## config.mk

```make
export PLATFORM = sky130hd
export DESIGN_NAME = issue_scoreboard
export DESIGN_NICKNAME = d
export VERILOG_FILES = /design/src/rtl/issue_scoreboard.sv
export SDC_FILE = /design/constraint.sdc
export NUM_CORES = 1
export LEC_CHECK = 0
export CAP_MARGIN = 20
export CORE_ASPECT_RATIO = 1.5
export CORE_UTILIZATION = 53
export DETAILED_ROUTE_END_ITERATION = 6
export GPL_TIMING_DRIVEN = 0
export PLACE_DENSITY = 0.86
export SYNTH_ARGS = -nofsm -noshare
export SYNTH_HDL_FRONTEND = slang
export SYNTH_SLANG_ARGS = --single-unit
```

## constraint.sdc

```tcl
create_clock -name clk -period 6.1 [get_ports clk]
set_input_delay 1.22 -clock clk [delete_from_list [all_inputs] [get_ports clk]]
set_output_delay 1.22 -clock clk [all_outputs]
set_load 0.005 [all_outputs]
```

## src/rtl/issue_scoreboard.sv

```systemverilog
// issue_scoreboard: single-entry issue stage with a register scoreboard.
// Tracks pending register writes, stalls on RAW/WAW hazards and on a full
// in-flight budget, and allows a same-cycle writeback to release a hazard.
//
// Ports:
//   clk, rst                  clock, asynchronous active-low reset
//   in_valid / in_ready       decoded instruction handshake (in_ready is combinational)
//   in_raddr1/2, in_use_rs2   source operands
//   in_wen, in_waddr          destination write
//   out_valid / out_ready     issue register handshake
//   out_raddr1/2, out_waddr, out_wen   issue register fields
//   wb_valid, wb_addr         writeback completion
//   flush                     drop the issue register contents
//   busy, inflight            pending-write bits and their count
//   stall_cnt                 saturating stalled-cycle counter
//   wb_err                    sticky error: writeback to a non-busy register
module issue_scoreboard #(
   parameter int unsigned MAX_INFLIGHT = 4
) (
   input  logic        clk,
   input  logic        rst,
   input  logic        in_valid,
   output logic        in_ready,
   input  logic [3:0]  in_raddr1,
   input  logic [3:0]  in_raddr2,
   input  logic        in_use_rs2,
   input  logic        in_wen,
   input  logic [3:0]  in_waddr,
   output logic        out_valid,
   input  logic        out_ready,
   output logic [3:0]  out_raddr1,
   output logic [3:0]  out_raddr2,
   output logic [3:0]  out_waddr,
   output logic        out_wen,
   input  logic        wb_valid,
   input  logic [3:0]  wb_addr,
   input  logic        flush,
   output logic [15:0] busy,
   output logic [3:0]  inflight,
   output logic [15:0] stall_cnt,
   output logic        wb_err
);

   localparam int unsigned NREG = 16;
   localparam int unsigned CW   = 4;
   localparam int unsigned SW   = 16;

   logic            wb_live;
   logic [NREG-1:0] wb_vec;
   logic            wb_dec;
   logic            wb_bad;
   logic [NREG-1:0] eb;
   logic            wr_live;
   logic            full;
   logic            hazard;
   logic            accept;
   logic [NREG-1:0] set_vec;
   logic [NREG-1:0] drop_vec;
   logic [NREG-1:0] clr_vec;
   logic [NREG-1:0] busy_nxt;
   logic [CW-1:0]   dec_cnt;
   logic [CW-1:0]   inflight_nxt;
   logic            out_valid_nxt;

   // Hazard detection, handshake and scoreboard next-state
   always_comb begin
      wb_live  = wb_valid & (wb_addr != '0);
      wb_vec   = wb_live ? (NREG'(1) << wb_addr) : '0;
      wb_dec   = |(wb_vec & busy);
      wb_bad   = wb_live & ~busy[wb_addr];
      // same-cycle writeback bypass
      eb       = busy & ~wb_vec;
      wr_live  = in_wen & (in_waddr != '0);
      // budget frees up only if a real decrement happens this cycle
      full     = (inflight == CW'(MAX_INFLIGHT)) & ~wb_dec;
      hazard   = eb[in_raddr1]
               | (in_use_rs2 & eb[in_raddr2])
               | (wr_live & (eb[in_waddr] | full));
      in_ready = rst & ~hazard & ~flush & (~out_valid | out_ready);
      accept   = in_valid & in_ready;

      set_vec  = (accept & wr_live) ? (NREG'(1) << in_waddr) : '0;
      drop_vec = (flush & out_valid & out_wen & (out_waddr != '0))
                 ? (NREG'(1) << out_waddr) : '0;
      clr_vec  = (wb_vec | drop_vec) & busy;
      // a set on the same edge as a clear wins; counts cancel
      busy_nxt     = (busy & ~clr_vec) | set_vec;
      dec_cnt      = CW'($countones(clr_vec));
      inflight_nxt = inflight + CW'(|set_vec) - dec_cnt;

      out_valid_nxt = out_valid;
      if (flush)          out_valid_nxt = 1'b0;
      else if (accept)    out_valid_nxt = 1'b1;
      else if (out_ready) out_valid_nxt = 1'b0;
   end

   // Issue register
   always_ff @(posedge clk or negedge rst) begin
      if (!rst) begin
         out_valid  <= 1'b0;
         out_raddr1 <= '0;
         out_raddr2 <= '0;
         out_waddr  <= '0;
         out_wen    <= 1'b0;
      end else begin
         out_valid <= out_valid_nxt;
         if (accept) begin
            out_raddr1 <= in_raddr1;
            out_raddr2 <= in_raddr2;
            out_waddr  <= in_waddr;
            out_wen    <= in_wen;
         end
      end
   end

   // Scoreboard state, error flag and stall counter
   always_ff @(posedge clk or negedge rst) begin
      if (!rst) begin
         busy      <= '0;
         inflight  <= '0;
         stall_cnt <= '0;
         wb_err    <= 1'b0;
      end else begin
         busy     <= busy_nxt;
         inflight <= inflight_nxt;
         if (wb_bad) wb_err <= 1'b1;
         if (in_valid && !in_ready && (stall_cnt != '1))
            stall_cnt <= stall_cnt + SW'(1);
      end
   end

endmodule

```

==> flow_summary_export.csv <==
group,metric,value,unit
clock_tree,clk_latency,0.33,ns
timing,max_freq,169,MHz
setup_path,critical_path_class,"input pin to register",
run,maxCapViolations,0,
cells_and_area,regArea,0.00128,mm^2
setup_path,r2r-end,"inflight[3]$_DFF_PN0_",
clock_tree,root_buffer,"clkbuf_8",
power,p_leak,2.07,nW
min_path,min_path_type,"register to register",
min_path,hold_end,"wb_err$_DFFE_PN0P_",
setup_path,worstPathArrival,6.15,ns
die,core.rowCount,38,
synth,ys_seq_area_share,32.3,%
setup_path,crit-reg2reg-launch,"out_waddr[2]$_DFFE_PN0N_",
global_route,grt_pass1_vias,3872,
setup_path,endpoint_kind,"register",
timing,fin_crit,5.91,ns
synth,synth-xor-area-share,5.09,%
timing,hold_viol,0,
global_route,antenna_found_initial,0,
min_path,hold_depth,1,
global_route,grt_pass1_wl,20.7,mm
die,die_h,108,um
cells_and_area,final_common_cell,"clkdlybuf4s50_1",
placement,io_buffers,68,
drt,drt_iter0_drc,451,
placement,dpl.cell_count,597,
synth,synthesis.area,0.00396,mm^2
placement,gp_congestion,1.00,
cells_and_area,diodes,0,
timing,slew_viol_final,0,
cells_and_area,n_fill_cell,581,
placement,postPlaceCellArea,0.00478,mm^2
clock_tree,cts_buffers,5,
power,pwr-share-comb,41.8,%
power,p_clk_share,17.4,%
global_route,grt.overflow.total,0,
cells_and_area,num-nets-final,560,
synth,async_reset_ff_share,100,%
drt,vias,3955,
status,status,"finished clean",
drt,drc,0,
cells_and_area,multi_input_area,0.00244,mm^2
synth,syn_nets,477,
die,core,0.00723,mm^2
timing,min_period_over_period,96.9,%
drt,viasPerCell,6.46,
cells_and_area,finalInstanceArea,0.00499,mm^2
synth,synth_cell_types,55,
clock_tree,cts_max_level,2,
clock_tree,cts_tree,"done",
drt,dr.pass1.iters,5,
setup_path,worstSetupStartpointType,"input pin",
cells_and_area,area_growth_syn_to_layout,26.3,%
setup_path,rrSetupSlack,0.98,ns
timing,worstMarginPinSlew,0.573,ns
synth,ys_ff_latch,51,
die,start_util,54.7,%
cells_and_area,final_cells,612,
setup_path,critical_path_required,6.34,ns
synth,synth_compound_area_share,19.3,%
synth,synthMuxAreaShare,8.67,%
min_path,hp-start,"wb_err$_DFFE_PN0P_",
power,intPower,790,uW
die,die_w,72.5,um
global_route,grt_max_degree,43,
die,die_area,0.00782,mm^2
power,power_per_cell_area,251,mW/mm^2
drt,detail_route.wl_per_cell,21.5,um
clock_tree,cts.clk_slew.worst_paths,0.11,ns
synth,synth-main-ff-cell,"dfrtp_1",
clock_tree,cts_hold_buf,0,
cells_and_area,final_util,69.1,%
clock_tree,clockBufferDepth,2,
synth,synth_top_family_by_area,"compound AO/OA/AOI/OAI gates",
synth,synth_adder_area_share,10.2,%
power,finalPower,1.25,mW
timing,finalSetupViolCount,0,
drt,routed_wl,13.2,mm
die,boundaryPins,76,
synth,synth.avg_cell_area,9.24,um^2
synth,syn_inst,428,
timing,max_slew_margin,61.8,%
drt,drtAntennaViolNets,0,
clock_tree,cts_sinks,51,
power,p_seq_share,40.8,%
synth,yosys_warnings,0,
power,switching_share,36.9,%
power,switching_power,461,uW
timing,final.setup_skew,0.0182,ns
synth,synth-edff-count,0,
synth,synth-simple-area-share,17.4,%
setup_path,worst-path-max-fanout,5,
cells_and_area,drive_gt1_share,14.1,%
cells_and_area,final_cell_mix,"64 x clkdlybuf4s50_1, 51 x dfrtp_1, 31 x inv_1, 24 x nand2_1, 24 x o21ai_0",
setup_path,r2r.worst_path.cells,17,
global_route,track_usage,35.6,%
placement,dpl.hpwl,9.85,mm
power,ir_worst_vdd,0.226,mV
per-stage QoR:
| stage | setup slack, ns | TNS [ns] | hold slack, ns |
|---|---|---|---|
| after global routing | -0.00107 | -0.00107 | 0.502 |
| after CTS | 0.00325 | 0 | 0.494 |
| after detailed placement | -0.553 | -0.717 | 0.466 |
| after global placement | -1.49 | -4.41 | 0.465 |
| final | 0.191 | 0 | 0.492 |
| after floorplan | 0.389 | 0 | 0.468 |
synthesized netlist by cell type (8+ instances only):
cell      number  area share [%]
dfrtp_1       51              32
inv_1         31             2.9
nand2_1       24             2.3
o21ai_0       24             3.0
nor2_1        22             2.1
xor2_1        17             3.8
mux2_2        16             4.6
nor3_1        15             1.9
clkbuf_1      14             1.3
nand3_1       14             1.8
ha_1          13             4.1
fa_1          12             6.1
nand4_1       12             1.9
buf_2         11             1.4
o211ai_1      10             1.9
o22ai_1       10             1.6
o21a_1         8             1.5
power by group through the flow:
stage | clock network, mW | logic (mW) | registers (mW)
3_5_place_dp | 0 | 0.505 | 0.512
6_report | 0.217 | 0.524 | 0.511
4_1_cts | 0.222 | 0.514 | 0.506
2_1_floorplan | 0 | 0.244 | 0.497
3_3_place_gp | 0 | 0.489 | 0.507
5_1_grt | 0.234 | 0.572 | 0.521
worst max-delay path: stages:
cell and delay, ns:
clkdlybuf4s50_1 0.47, nand3_2 0.13, inv_1 0.07, nand3b_1 0.20
o22ai_1 0.13, and2_1 0.21, fa_1 0.56, inv_1 0.06
fa_2 0.34, fa_1 0.51, inv_1 0.06, fa_1 0.53
inv_1 0.06, fa_1 0.45, fa_1 0.46, ha_2 0.22
xnor2_2 0.21, xnor2_2 0.14, xnor2_1 0.13
layout make-up:
type	instances	share of cell area, %
flip-flops and latches	51	25.6
clock buffers	5	1.38
clock inverters	3	0.576
inverters	31	2.33
well taps	100	2.51
repair buffers	77	15.3
multi-input cells	314	48.9
plain buffers	31	3.43
registers in the layout, indices dropped and copies added (netlist names):
name and cells:
inflight 4, out_raddr1 4, out_valid 1, stall_cnt 16, out_wen 1, out_waddr 4
busy 16, out_raddr2 4, wb_err 1
worst max path at each step:
stage / start / to / slack, ns / depth (start not counted)
6_report: flush / inflight[3]$_DFF_PN0_ / 0.19 / 19
2_1_floorplan: wb_addr[2] / inflight[3]$_DFF_PN0_ / 0.39 / 18
4_1_cts: wb_valid / inflight[3]$_DFF_PN0_ / 0.003 / 18
5_1_grt: flush / inflight[3]$_DFF_PN0_ / -0.001 / 19
3_3_place_gp: rst / inflight[3]$_DFF_PN0_ / -1.49 / 16
3_5_place_dp: wb_addr[1] / inflight[3]$_DFF_PN0_ / -0.55 / 19
cells by family after synthesis:
family / Yosys count
and+or+nand+nor: 130
muxes: 26
adders and majority gates: 25
other: 1
buffers and inverters: 63
DFF: 51
xor gates and xnor gates: 23
AOI/OAI and AO/OA: 109
layer usage:
metal	GRT usage (%)	up-vias	routed length, um
li1	-	1737	-
met1	42.9	1916	4790
met2	60.9	246	6900
met3	5.06	56	952
met4	17.9	0	544
met5	0	-	0
repair_timing:
| item | 4_1_cts | 5_1_grt |
|---|---|---|
| resized for setup | 8 | 8 |
| pin swaps | 2 | 6 |
| endpoints found under the setup margin | 1 | 1 |
| buffers inserted | 3 | 5 |
Note: power is estimated with default switching activity, not from simulation.
==> RTL change, RTL diff (same settings) <==
Register the output `stall_cnt` once more, with the module's reset; this adds one clock of latency there. The other outputs are not delayed to match. Comments in the files are not updated.
--- a/src/rtl/issue_scoreboard.sv
+++ b/src/rtl/issue_scoreboard.sv
@@ -45,4 +45,6 @@
    localparam int unsigned CW   = 4;
    localparam int unsigned SW   = 16;
+
+   logic [15:0] stall_cnt_s0;
 
    logic            wb_live;
@@ -119,5 +121,5 @@
          busy      <= '0;
          inflight  <= '0;
-         stall_cnt <= '0;
+         stall_cnt_s0 <= '0;
          wb_err    <= 1'b0;
       end else begin
@@ -125,6 +127,14 @@
          inflight <= inflight_nxt;
          if (wb_bad) wb_err <= 1'b1;
-         if (in_valid && !in_ready && (stall_cnt != '1))
-            stall_cnt <= stall_cnt + SW'(1);
+         if (in_valid && !in_ready && (stall_cnt_s0 != '1))
+            stall_cnt_s0 <= stall_cnt_s0 + SW'(1);
+      end
+   end
+
+   always_ff @(posedge clk or negedge rst) begin
+      if (!rst) begin
+         stall_cnt <= '0;
+      end else begin
+         stall_cnt <= stall_cnt_s0;
       end
    end
Formal check against the unedited RTL: not equivalent (a bounded check fails within 4 cycles, from zero or initial values and one cycle with rst low).
==> RTL change against the original RTL <==
- die area grew 9.0%
- combinational power fell by 6.1%
- total power is 35% higher
- sequential cell count up 16
- fmax decreased by 0.15%
- cell area grew 12%
- count of clock-buffer cells in the layout increased by 7
- register-to-register slack better by 0.19 ns
- setup slack worse by 0.0091 ns
- area after synthesis increased by 9.2%
- routed wire length up 0.45%
- synthesized cell count decreased by 2.1%
- critical endpoint is now in_ready
- largest power group is now registers
- highest routed layer unchanged
==> RTL change: results (changes against the original RTL) <==
### Status
• status: finished clean, unchanged

### Place
• IO buf count: 70, was 68
• RD Place Congestion: 1.023, was 1.002
• placed inst area: 5147 sq um, was 4776 sq um

### Route
• average routed wire per standard cell: 21.37 um, was 21.55 um
• DRT iter0 DRCs: 564, was 451
• total via count after detailed routing: 4061, was 3955
• met2 wirelength from detailed routing: 6788 um, was 6898 um
• DR pass1 iterations: 7, was 5
• wire length on met1: 4658 um, was 4792 um
• met3 wire length: 1024 um, was 952 um

### Power and ir drop
• Leakage Power: 2.341 nW, was 2.068 nW
• Max IR drop VDD: 0.0002433 V, was 0.0002262 V

### Layout
• registers with the highest flip-flop counts: busy (16), stall_cnt (16), stall_cnt_s0 (16), was busy (16), stall_cnt (16)
• total of fill cells in the finished design: 599, was 581
• layout cells sized above 1: 0.1282, was 0.1406
• number of nets in the finished design: 559, was 560

### CTS
• clock buffer count from CTS: 9, was 5
• clock transition time at the flip-flop clock pins of the worst setup and hold paths: 0.06 ns, was 0.11 ns
• CTS Root Buffer Type: sky130_fd_sc_hd__clkbuf_16, was sky130_fd_sc_hd__clkbuf_8

### Critical path
• Worst path max stage delay: 0.64 ns, was 0.56 ns
• Register-to-Register Path Depth: 16, was 17
• family with the most delay on the worst path: buffers and inverters, was adder cells
• largest fanout on the critical path: 10, was 5
• cell with the biggest individual delay on the critical path: sky130_fd_sc_hd__clkdlybuf4s50_1, was sky130_fd_sc_hd__fa_1

### STA
• clk_skew: 0.009023 ns, was 0.01819 ns
• relative max-transition margin: 0.4518, was 0.6183

### Logic synthesis
• list of most frequent post-synthesis cells: sky130_fd_sc_hd__dfrtp_1 (67), sky130_fd_sc_hd__inv_1 (28), sky130_fd_sc_hd__o21ai_0 (22), was sky130_fd_sc_hd__dfrtp_1 (51), sky130_fd_sc_hd__inv_1 (31), sky130_fd_sc_hd__nand2_1 (24), sky130_fd_sc_hd__o21ai_0 (24), sky130_fd_sc_hd__nor2_1 (22)
• cells taking the most area after synthesis: sky130_fd_sc_hd__dfrtp_1 (39%), sky130_fd_sc_hd__fa_1 (5.6%), sky130_fd_sc_hd__mux4_2 (4.7%), sky130_fd_sc_hd__ha_1 (3.8%), sky130_fd_sc_hd__mux2_1 (3.4%), was sky130_fd_sc_hd__dfrtp_1 (32%), sky130_fd_sc_hd__fa_1 (6.1%), sky130_fd_sc_hd__mux2_2 (4.6%), sky130_fd_sc_hd__ha_1 (4.1%), sky130_fd_sc_hd__xor2_1 (3.8%)
• post-synthesis sequential area ratio: 0.3883, was 0.3227
• Post-Syn Nets: 468, was 477

### Global route
• pin count of the biggest net entering global routing: 69, was 43
• global-route wire length before repair: 20630 um, was 20680 um

### Hold path
• Worst Hold Depth: 0, was 1

RTL change: cell count changes in the layout (fill, tap and decap cells not counted), sizes merged, moves of 6 or more:
cell | unedited run | this run
a311oi | 1 | 12
buf | 28 | 22
clkbuf | 18 | 26
dfrtp | 51 | 67
nand2 | 26 | 17
nand4 | 12 | 4
nor2 | 22 | 15
nor3 | 15 | 7
nor4 | 7 | 1
o22ai | 10 | 16
RTL change: path summary, 6_finish.rpt:
check	slack [ns]	endpoint	from
max	0.18	in_ready	wb_valid
min in group asynchronous	0.98	stall_cnt_s0[15]$_DFFE_PN0P_	rst
min	0.43	stall_cnt[14]$_DFF_PN0_	stall_cnt_s0[14]$_DFFE_PN0P_
max reg2reg	1.17	inflight[3]$_DFF_PN0_	out_waddr[2]$_DFFE_PN0N_
min reg2reg	0.43	stall_cnt[14]$_DFF_PN0_	stall_cnt_s0[14]$_DFFE_PN0P_
max in group asynchronous	4.59	inflight[1]$_DFF_PN0_	rst
RTL change: logic make-up (layout without fill, tap and decap cells):
group | count (synthesis) | count (layout) | share of synthesized area
compound gates | 113 | 113 | 0.1817
xor+xnor | 20 | 20 | 0.04057
fa+ha+maj | 25 | 25 | 0.09331
buf+inv | 53 | 149 | 0.04984
flops | 67 | 67 | 0.3883
mux | 30 | 30 | 0.1005
other cells | 1 | 1 | 0.0008685
simple gates | 110 | 110 | 0.1449
RTL change: through the flow:
stage	total power (W)	cells	setup TNS, ns	utilization	setup WS (ns)
after floorplan	0.0008484	419	0	-	0.4398
after global placement	0.001101	594	-5.513	0.6472	-1.663
after detailed placement	0.001121	594	-0.4258	0.6469	-0.3914
after CTS	0.001679	612	0	0.6892	0.01321
after global routing	0.001772	620	0	0.7046	0.007630
final	0.001696	620	0	0.7046	0.1819
RTL change: power breakdown:
part	internal (W)	switching, W
clock network	0.000353	0.000205
logic	0.000271	0.000221
registers	0.000543	0.000102
RTL change: cell type report:
type                            count  area [sq um]  area share
Multi-Input combinational cell    299          2456      0.4381
Sequential cell                    67          1677      0.2990
Timing Repair Buffer               81         783.3      0.1397
Clock buffer                       12         266.5     0.04753
Buffer                             24         132.6     0.02366
Tap cell                          105         131.4     0.02343
Inverter                           28         105.1     0.01875
Clock inverter                      4         55.05    0.009819
RTL change: per-layer routing:
| metal | global-route usage | vias up |
|---|---|---|
| li1 | - | 1748 |
| met1 | 0.3970 | 1963 |
| met2 | 0.5375 | 279 |
| met3 | 0.06553 | 71 |
| met4 | 0.1877 | 0 |
| met5 | 0 | - |
RTL change: what timing repair did:
action / in CTS / in global routing
endpoints found under the setup margin: 1 / 2
resized for setup: 0 / 25
pin swaps: 0 / 4
buffers inserted: 2 / 9
